**config.mk**
```make
export PLATFORM = sky130hd
export DESIGN_NAME = rope_fire_ctrl
export DESIGN_NICKNAME = d
export VERILOG_FILES = /design/src/rtl/rope_fire_ctrl.sv
export SDC_FILE = /design/constraint.sdc
export NUM_CORES = 1
export LEC_CHECK = 0
export CORE_ASPECT_RATIO = 2
export CORE_MARGIN = 1.5
export CORE_UTILIZATION = 29
export DETAILED_ROUTE_END_ITERATION = 16
export GPL_ROUTABILITY_DRIVEN = 1
export SYNTH_ARGS = -nofsm -noshare
export SYNTH_HDL_FRONTEND = slang
export SYNTH_SLANG_ARGS = --single-unit
```
**constraint.sdc**
```tcl
create_clock -name clk -period 4.24 [get_ports clk]
set_input_delay 0.848 -clock clk [delete_from_list [all_inputs] [get_ports clk]]
set_output_delay 0.848 -clock clk [all_outputs]
set_load 0.02 [all_outputs]
```
**src/rtl/rope_fire_ctrl.sv**
```systemverilog
// rope_fire_ctrl: turns the fire key into one deploy/flight/cooldown shot.
// Build option: ROPE_AUTOFIRE_EN (a held key refires after cooldown).
module rope_fire_ctrl #(
  parameter int ROPE_X_OFFSET     = 16,
  parameter int COOLDOWN_FRAMES   = 8,
  parameter int MAX_FLIGHT_FRAMES = 64
) (
  input  logic        clk,
  input  logic        reset,
  input  logic        startOfFrame,
  input  logic        fireKey,
  input  logic [10:0] playerX,
  input  logic        movingUp,
  input  logic        ropeHit,
  output logic        deploy,
  output logic [10:0] ropeX,
  output logic        ropeActive,
  output logic        hitPulse,
  output logic [7:0]  shotCount
);

  typedef enum logic [1:0] {
    IDLE,
    DEPLOY,
    FLYING,
    COOLDOWN
  } state_t;

  localparam logic [11:0] OFF12  = 12'(ROPE_X_OFFSET);
  localparam logic [11:0] XMAX12 = 12'd639;
  localparam logic [7:0]  COOL8  = 8'(COOLDOWN_FRAMES);
  localparam logic [7:0]  MAX8   = 8'(MAX_FLIGHT_FRAMES);

  state_t      state, state_n;
  logic        fire_d;
  logic        fire_edge;
  logic        fire_req;
  logic [7:0]  flight, flight_n;
  logic [7:0]  cool, cool_n;
  logic        hit_seen, hit_seen_n;
  logic        hit_n;
  logic [10:0] rope_x_n;
  logic [7:0]  shot_n;
  logic [11:0] sum12;
  logic [10:0] sat_x;

  assign fire_edge = fireKey & ~fire_d;

`ifdef ROPE_AUTOFIRE_EN
  assign fire_req = fireKey | fire_edge;
`else
  assign fire_req = fire_edge;
`endif

  // Rope column: clamp to the last visible pixel column.
  assign sum12 = {1'b0, playerX} + OFF12;
  assign sat_x = (sum12 > XMAX12) ? XMAX12[10:0] : sum12[10:0];

  // Next-state and next-register values for the shot sequence.
  always_comb begin
    state_n    = state;
    rope_x_n   = ropeX;
    shot_n     = shotCount;
    flight_n   = flight;
    cool_n     = cool;
    hit_seen_n = hit_seen;
    hit_n      = 1'b0;
    unique case (state)
      IDLE: begin
        if (fire_req && !movingUp) begin
          state_n    = DEPLOY;
          rope_x_n   = sat_x;
          shot_n     = shotCount + 8'd1;
          flight_n   = 8'd0;
          hit_seen_n = 1'b0;
        end
      end
      DEPLOY: begin
        if (startOfFrame) state_n = FLYING;
      end
      FLYING: begin
        if (startOfFrame) flight_n = flight + 8'd1;
        if (ropeHit && !hit_seen) begin
          hit_n      = 1'b1;
          hit_seen_n = 1'b1;
        end
        if ((!movingUp && !startOfFrame) ||
            (flight_n == MAX8)) begin
          state_n = COOLDOWN;
          cool_n  = COOL8;
        end
      end
      COOLDOWN: begin
        if (cool == 8'd0) state_n = IDLE;
        else if (startOfFrame) cool_n = cool - 8'd1;
      end
      default: state_n = IDLE;
    endcase
  end

  // State, counters and registered outputs.
  always_ff @(posedge clk) begin
    if (reset) begin
      state      <= IDLE;
      fire_d     <= 1'b0;
      flight     <= 8'd0;
      cool       <= 8'd0;
      hit_seen   <= 1'b0;
      deploy     <= 1'b0;
      ropeX      <= 11'd0;
      ropeActive <= 1'b0;
      hitPulse   <= 1'b0;
      shotCount  <= 8'd0;
    end else begin
      state      <= state_n;
      fire_d     <= fireKey;
      flight     <= flight_n;
      cool       <= cool_n;
      hit_seen   <= hit_seen_n;
      deploy     <= (state_n == DEPLOY);
      ropeX      <= rope_x_n;
      ropeActive <= (state_n == DEPLOY) ||
                    (state_n == FLYING);
      hitPulse   <= hit_n;
      shotCount  <= shot_n;
    end
  end

endmodule

```
==> results of run 1 <==
[through the flow]
step                      cell area (um2)  setup slack [ns]
after global placement               2490              1.17
after global routing                 2630              1.15
after floorplan                      2040              1.88
after detailed placement             2490              1.10
final                                2630              1.38
after CTS                            2630              1.39
[synthesized netlist by cell type (5+ instances only)]
master / instances / share of area
a21oi_1: 11 / 0.027
xor2_1: 8 / 0.034
nand3_1: 7 / 0.017
xnor2_1: 10 / 0.043
nor2_1: 36 / 0.066
clkbuf_1: 8 / 0.015
and3_1: 6 / 0.018
o21ai_0: 8 / 0.020
nand4_1: 5 / 0.015
a211oi_1: 5 / 0.018
nor3_1: 11 / 0.027
dfxtp_1: 42 / 0.41
ha_1: 6 / 0.037
inv_1: 7 / 0.013
nand2_1: 11 / 0.020
[worst max-delay path: cells and delay by family]
family,cells,cell delay (ns)
AO/OA/AOI/OAI,3,0.76
AND/OR/NAND/NOR,3,0.61
adder cells (fa/ha/maj),1,0.24
buffers and inverters,1,0.63
[report_power, final]
part           internal [W]  switching, W  total [W]
registers          0.000406    0.00000906   0.000415
clock network      0.000227      0.000147   0.000374
logic             0.0000507     0.0000529   0.000104
total              0.000684      0.000209   0.000893
[logic make-up (layout without fill, tap and decap cells)]
group	after synthesis	after routing
adder cells (fa/ha/maj)	6	6
XOR/XNOR	18	18
AND/OR/NAND/NOR	99	99
flip-flops	42	42
multiplexers	3	3
AO/OA/AOI/OAI	47	47
buffers and inverters	19	53
[worst min-delay path by stage]
stage | slack [ns] | end | start | cells past startpoint
floorplan | 0.41 | hitPulse | hit_seen | 1
global placement | 0.43 | hitPulse | hit_seen | 1
detailed placement | 0.45 | hitPulse | hit_seen | 1
CTS | 0.46 | hitPulse | hit_seen | 1
global route | 0.49 | hitPulse | hit_seen | 1
finish | 0.46 | hitPulse | hit_seen | 1
[state kept, by name, indices dropped and copies added, names as in the netlist]
| signal | flops |
|---|---|
| state | 2 |
| hitPulse | 1 |
| ropeActive | 1 |
| ropeX | 11 |
| hit_seen | 1 |
| shotCount | 8 |
| flight | 8 |
| deploy | 1 |
| cool | 8 |
| fire_d | 1 |
[layer usage]
| layer | GRT usage | part of all wire |
|---|---|---|
| met5 | 0 | 0 |
| met2 | 0.277 | 0.57 |
| met3 | 0.0332 | 0.030 |
| met1 | 0.135 | 0.37 |
| met4 | 0.0819 | 0.031 |
[area by class of cell]
type                       count  share of cell area
sequential                    42               0.320
inverter                       7             0.00999
multi-input combinational    173               0.425
clock buffer                   6              0.0528
timing repair buffer          40               0.150
tap                           90              0.0428
==> results.md, run 1 <==
- Hold Slack: 0.464 ns
- Placed cells: 352
- Clock latency on the worst-skew pair: 0.29 ns
- Crit path from: startOfFrame
- WP data required: 4.46 ns
- Max clock buf depth: 2
- Routed length per instance: 13.7 um
- Routed vias/inst: 4.93
- Fmax: 349 MHz
- Die Area: 7580 um2
- Routed Antenna Nets: 0
- Die outline width: 62.3 um
- Sequential-to-total area share from yosys stat: 0.412
- Layout Nets: 292
- Number of flops mapped to enable cells by yosys: 0
- TNS Setup: 0 ns
- Post-CTS setup buffers: 0
- Pwr Density: 339 nW/um2
- GP Congestion: 0.830
- Post-synthesis async set-or-reset flop share: 0
- CTS Hold Buffers Added: 0
- GRT Total Usage: 0.143
- N_diodes: 0
- First-pass DRT Iterations: 4
- RSZ-0062 raised after global routing: no
- Htree depth: 2
- Reg-to-reg endpoint: ropeActive
- XOR/XNOR Fraction of Synth Area: 0.0773
- Largest net degree at the start of global routing: 22
- FP Rows: 43
- Largest family of logic cells by synthesized area: simple AND/OR/NAND/NOR gates
- Initial DRC count: 53
- Status: finished clean
- Count of different cell masters after synthesis: 46
- Mux contribution to synthesized area: 0.0147
- Cells after Synth: 234
- Syn. warnings: 0
- Layout Utilization: 0.382
- Post-route insts no fill: 358
- Peak VDD IR: 0.250 mV
- Tcrit/Tclk final: 0.675
- Total power: 0.000893 W
- #FFs+latches synth: 42
- Worst clock skew: 0.00200 ns
- Worst Setup EP: ropeActive
- CP Data Arrival Time: 3.09 ns
- CTS sink count: 42
- # resized after CTS: 0
- Hold crit path type: flop to flop
- Initial antenna violation count: 0
- Final Setup Violations: 0
- Final Hold Fails: 0
- Core ar.: 6890 um2
- Via count: 1764
- Commonest non-fill, non-tap cell in the layout: dfxtp_1
- Leak: 0.972 nW
- First-pass GRT wire length: 8470 um
- Filler Cell Count: 765
- Area Growth Syn to Fin: 29.0%
- Area occupied by multi-input gates: 1120 um2
- Starting Density: 0.296
- Worst Reg-to-Reg Cells: 7
- Max-cap violations: 0
- I/O pin count: 39
- Crit path time final: 2.86 ns
- Vias in the first global route: 1825
- Highest-count cells in the layout ignoring fill and taps: 42 x dfxtp_1, 38 x clkdlybuf4s50_1, 36 x nor2_1
- Post-synthesis simple-gate area fraction: 0.252
- Total CTS buffers: 5
- Global route total overflow: 0
- Die Height: 122 um
- Mapped Nets: 257
- Post-Syn Area: 2040 um2
- Clock-pin slew on the worst setup and hold paths: 0.06 ns
- Crit Reg-Reg Startpoint: cool[2]
- Drt total wl: 4900 um
- Flop2flop setup slack: 1.95 ns
- Synth Area in Adders: 0.0368
- Ordered list of cells on the worst path: clkdlybuf4s50_1, and4_1, a2111oi_0, a31o_2, nand3_1, a21oi_1, ha_1, nor2_1
- Slowest Stage Delay on Critical Path: 0.63 ns
- Endpoint class of the critical path: flop
- Startpoint Class: primary input
- Compound-gate portion of the synthesized area: 0.167
- Syn avg cell area: 8.72 um2
- Clock Root Buffer: clkbuf_16
- CP Max Fanout: 15
- CTS tree: yes
- CP max-delay cell: clkdlybuf4s50_1
- PortBufs: 38
- Register area: 841 um2
- Worst-margin pin slew: 0.542 ns
- Max-slew headroom: 0.634
- Final Max Slew Viols: 0
- CP Class: primary input to flop
- DP HPWL: 3680 um
- Share of cells above drive strength 1: 0.0672
- Leading register cell type out of synthesis: dfxtp_1
- Detailed-route DRC error count: 0
Note: power is estimated with default switching activity, not from simulation.
==> inputs of run 2 (changes only) <==
==> constraint.sdc (replaced) <==
create_clock -name clk -period 2.71 [get_ports clk]
set_input_delay 0.542 -clock clk [delete_from_list [all_inputs] [get_ports clk]]
set_output_delay 0.542 -clock clk [all_outputs]
set_load 0.02 [all_outputs]
==> results.md, run 2 (synthesized netlist as in run 1, its figures left out) <==
- Startpoint Class: primary input (unchanged)
- Die Area: 7580 um2 (unchanged)
- DP Worst Slack: 0.108 ns (was 1.10 ns)
- I/O pin count: 39 (unchanged)
- Max clock buf depth: 2 (unchanged)
- FP Rows: 43 (unchanged)
- CP Max Fanout: 6 (was 15)
- Clock Root Buffer: clkbuf_16 (unchanged)
- Flop2flop setup slack: 0.61 ns (was 1.95 ns)
- Post-CTS setup buffers: 0 (unchanged)
- CP Class: primary input to flop (unchanged)
- Highest-count cells in the layout ignoring fill and taps: 42 x dfxtp_1, 38 x clkdlybuf4s50_1, 36 x nor2_1 (unchanged)
- Crit path time final: 2.32 ns
- Crit Reg-Reg Startpoint: flight[0] (was cool[2])
- Worst Setup EP: ropeX[3] (was ropeActive)
- Die Height: 122 um (unchanged)
- Post-route setup slack: 0.389 ns (was 1.38 ns)
- First-pass GRT wire length: 8220 um (was 8470 um)
- RSZ-0062 raised after global routing: no (unchanged)
- DP HPWL: 3660 um (was 3680 um)
- Reg-to-reg endpoint: ropeActive (unchanged)
- First-pass DRT Iterations: 4 (unchanged)
- Largest net degree at the start of global routing: 23 (was 22)
- Status: finished clean (unchanged)
- Drt total wl: 4870 um (was 4900 um)
- Hold Slack: 0.448 ns (was 0.464 ns)
- Area Growth Syn to Fin: 31.1% (was 29.0%)
- GP Congestion: 0.747 (was 0.830)
- Clock latency on the worst-skew pair: 0.29 ns (about the same)
- Starting Density: 0.296 (unchanged)
- Routed length per instance: 13.4 um (was 13.7 um)
- Detailed-route DRC error count: 0 (unchanged)
- Final Max Slew Viols: 0 (unchanged)
- Total CTS buffers: 5 (unchanged)
- Share of cells above drive strength 1: 0.0876 (was 0.0672)
- # resized after CTS: 0 (unchanged)
- WP data required: 2.88 ns (was 4.46 ns)
- Layout Nets: 296 (was 292)
- Max-slew headroom: 0.595 (was 0.634)
- Global route total overflow: 0 (unchanged)
- Via count: 1834 (was 1764)
- N_diodes: 0 (unchanged)
- Core ar.: 6890 um2 (unchanged)
- Max FFs per register: 11 (unchanged)
- Final Setup Violations: 0 (unchanged)
- Die outline width: 62.3 um (unchanged)
- GRT Total Usage: 0.138 (was 0.143)
- Filler Cell Count: 763 (was 765)
- Hold crit path type: flop to flop (unchanged)
- Routed vias/inst: 5.04 (was 4.93)
- Worst-margin pin slew: 0.600 ns (was 0.542 ns)
- Peak VDD IR: 0.384 mV (was 0.250 mV)
- Initial DRC count: 67 (was 53)
- Pwr Density: 531 nW/um2 (was 339 nW/um2)
- Endpoint class of the critical path: flop (unchanged)
- Htree depth: 2 (unchanged)
- Clock-pin slew on the worst setup and hold paths: 0.06 ns (about the same)
- CTS tree: yes (unchanged)
- Worst Reg-to-Reg Cells: 8 (was 7)
- Tcrit/Tclk final: 0.857
- CTS Hold Buffers Added: 0 (unchanged)
- Crit path from: movingUp (was startOfFrame)
- Worst clock skew: 0.00693 ns (was 0.00200 ns)
- Largest Register: ropeX (unchanged)
- Vias in the first global route: 1778 (was 1825)
- Initial antenna violation count: 0 (unchanged)
- Routed Antenna Nets: 0 (unchanged)
- Max-cap violations: 0 (unchanged)
- TNS Setup: 0 ns (unchanged)
- Fmax: 431 MHz
- CTS sink count: 42 (unchanged)
- Worst Hold Launch: hit_seen (unchanged)
- Commonest non-fill, non-tap cell in the layout: dfxtp_1 (unchanged)
- Leak: 0.996 nW (was 0.972 nW)
- Final Hold Fails: 0 (unchanged)
- CP Data Arrival Time: 2.49 ns (was 3.09 ns)
- PortBufs: 38 (unchanged)
==> run 2: metal layers <==
metal / global-route usage / up-vias / share of wire
met1: 0.133 / 870 / 0.38
met2: 0.269 / 31 / 0.55
met3: 0.0222 / 13 / 0.029
met4: 0.0819 / 0 / 0.036
li1: - / 920 / -
met5: 0 / - / 0
==> run 2: worst max-delay path, stage by stage <==
cell and delay [ns]:
clkdlybuf4s50_1 0.44, or4b_4 0.57, or3_4 0.36, a221o_1 0.33, o221a_1 0.24
==> run 2: how the worst min path moves through the flow <==
stage	cells after the start	end	slack (ns)
after floorplan	1	hitPulse	0.41
after global placement	1	hitPulse	0.43
after detailed placement	1	hitPulse	0.44
after CTS	1	hitPulse	0.44
after global routing	1	hitPulse	0.45
final	1	hitPulse	0.45
==> run 2: layout make-up <==
type                            instances  area (um2)  area share
Clock buffer                            6         139      0.0519
Clock inverter                          2        12.5     0.00468
Inverter                                7        26.3     0.00983
Multi-Input combinational cell        173        1120       0.418
Sequential cell                        42         841       0.314
Tap cell                               90         113      0.0421
Timing Repair Buffer                   44         425       0.159
==> run 2: power breakdown <==
group | switching [W] | internal, W | leakage, nW
Clock | 0.000243 | 0.000365 | 0.0729
Combinational | 0.0000821 | 0.0000802 | 0.582
Sequential | 0.0000148 | 0.000635 | 0.341
Total | 0.000340 | 0.00108 | 0.996
==> run 2: per-stage QoR <==
step                cell area (um2)  utilization  total power, W  std cells
finish                         2670        0.388         0.00142        364
global route                   2670        0.388         0.00148        364
CTS                            2670        0.388         0.00144        364
detailed placement             2520        0.366        0.000828        356
global placement               2520        0.366        0.000827        356
floorplan                      2040            -        0.000752        234
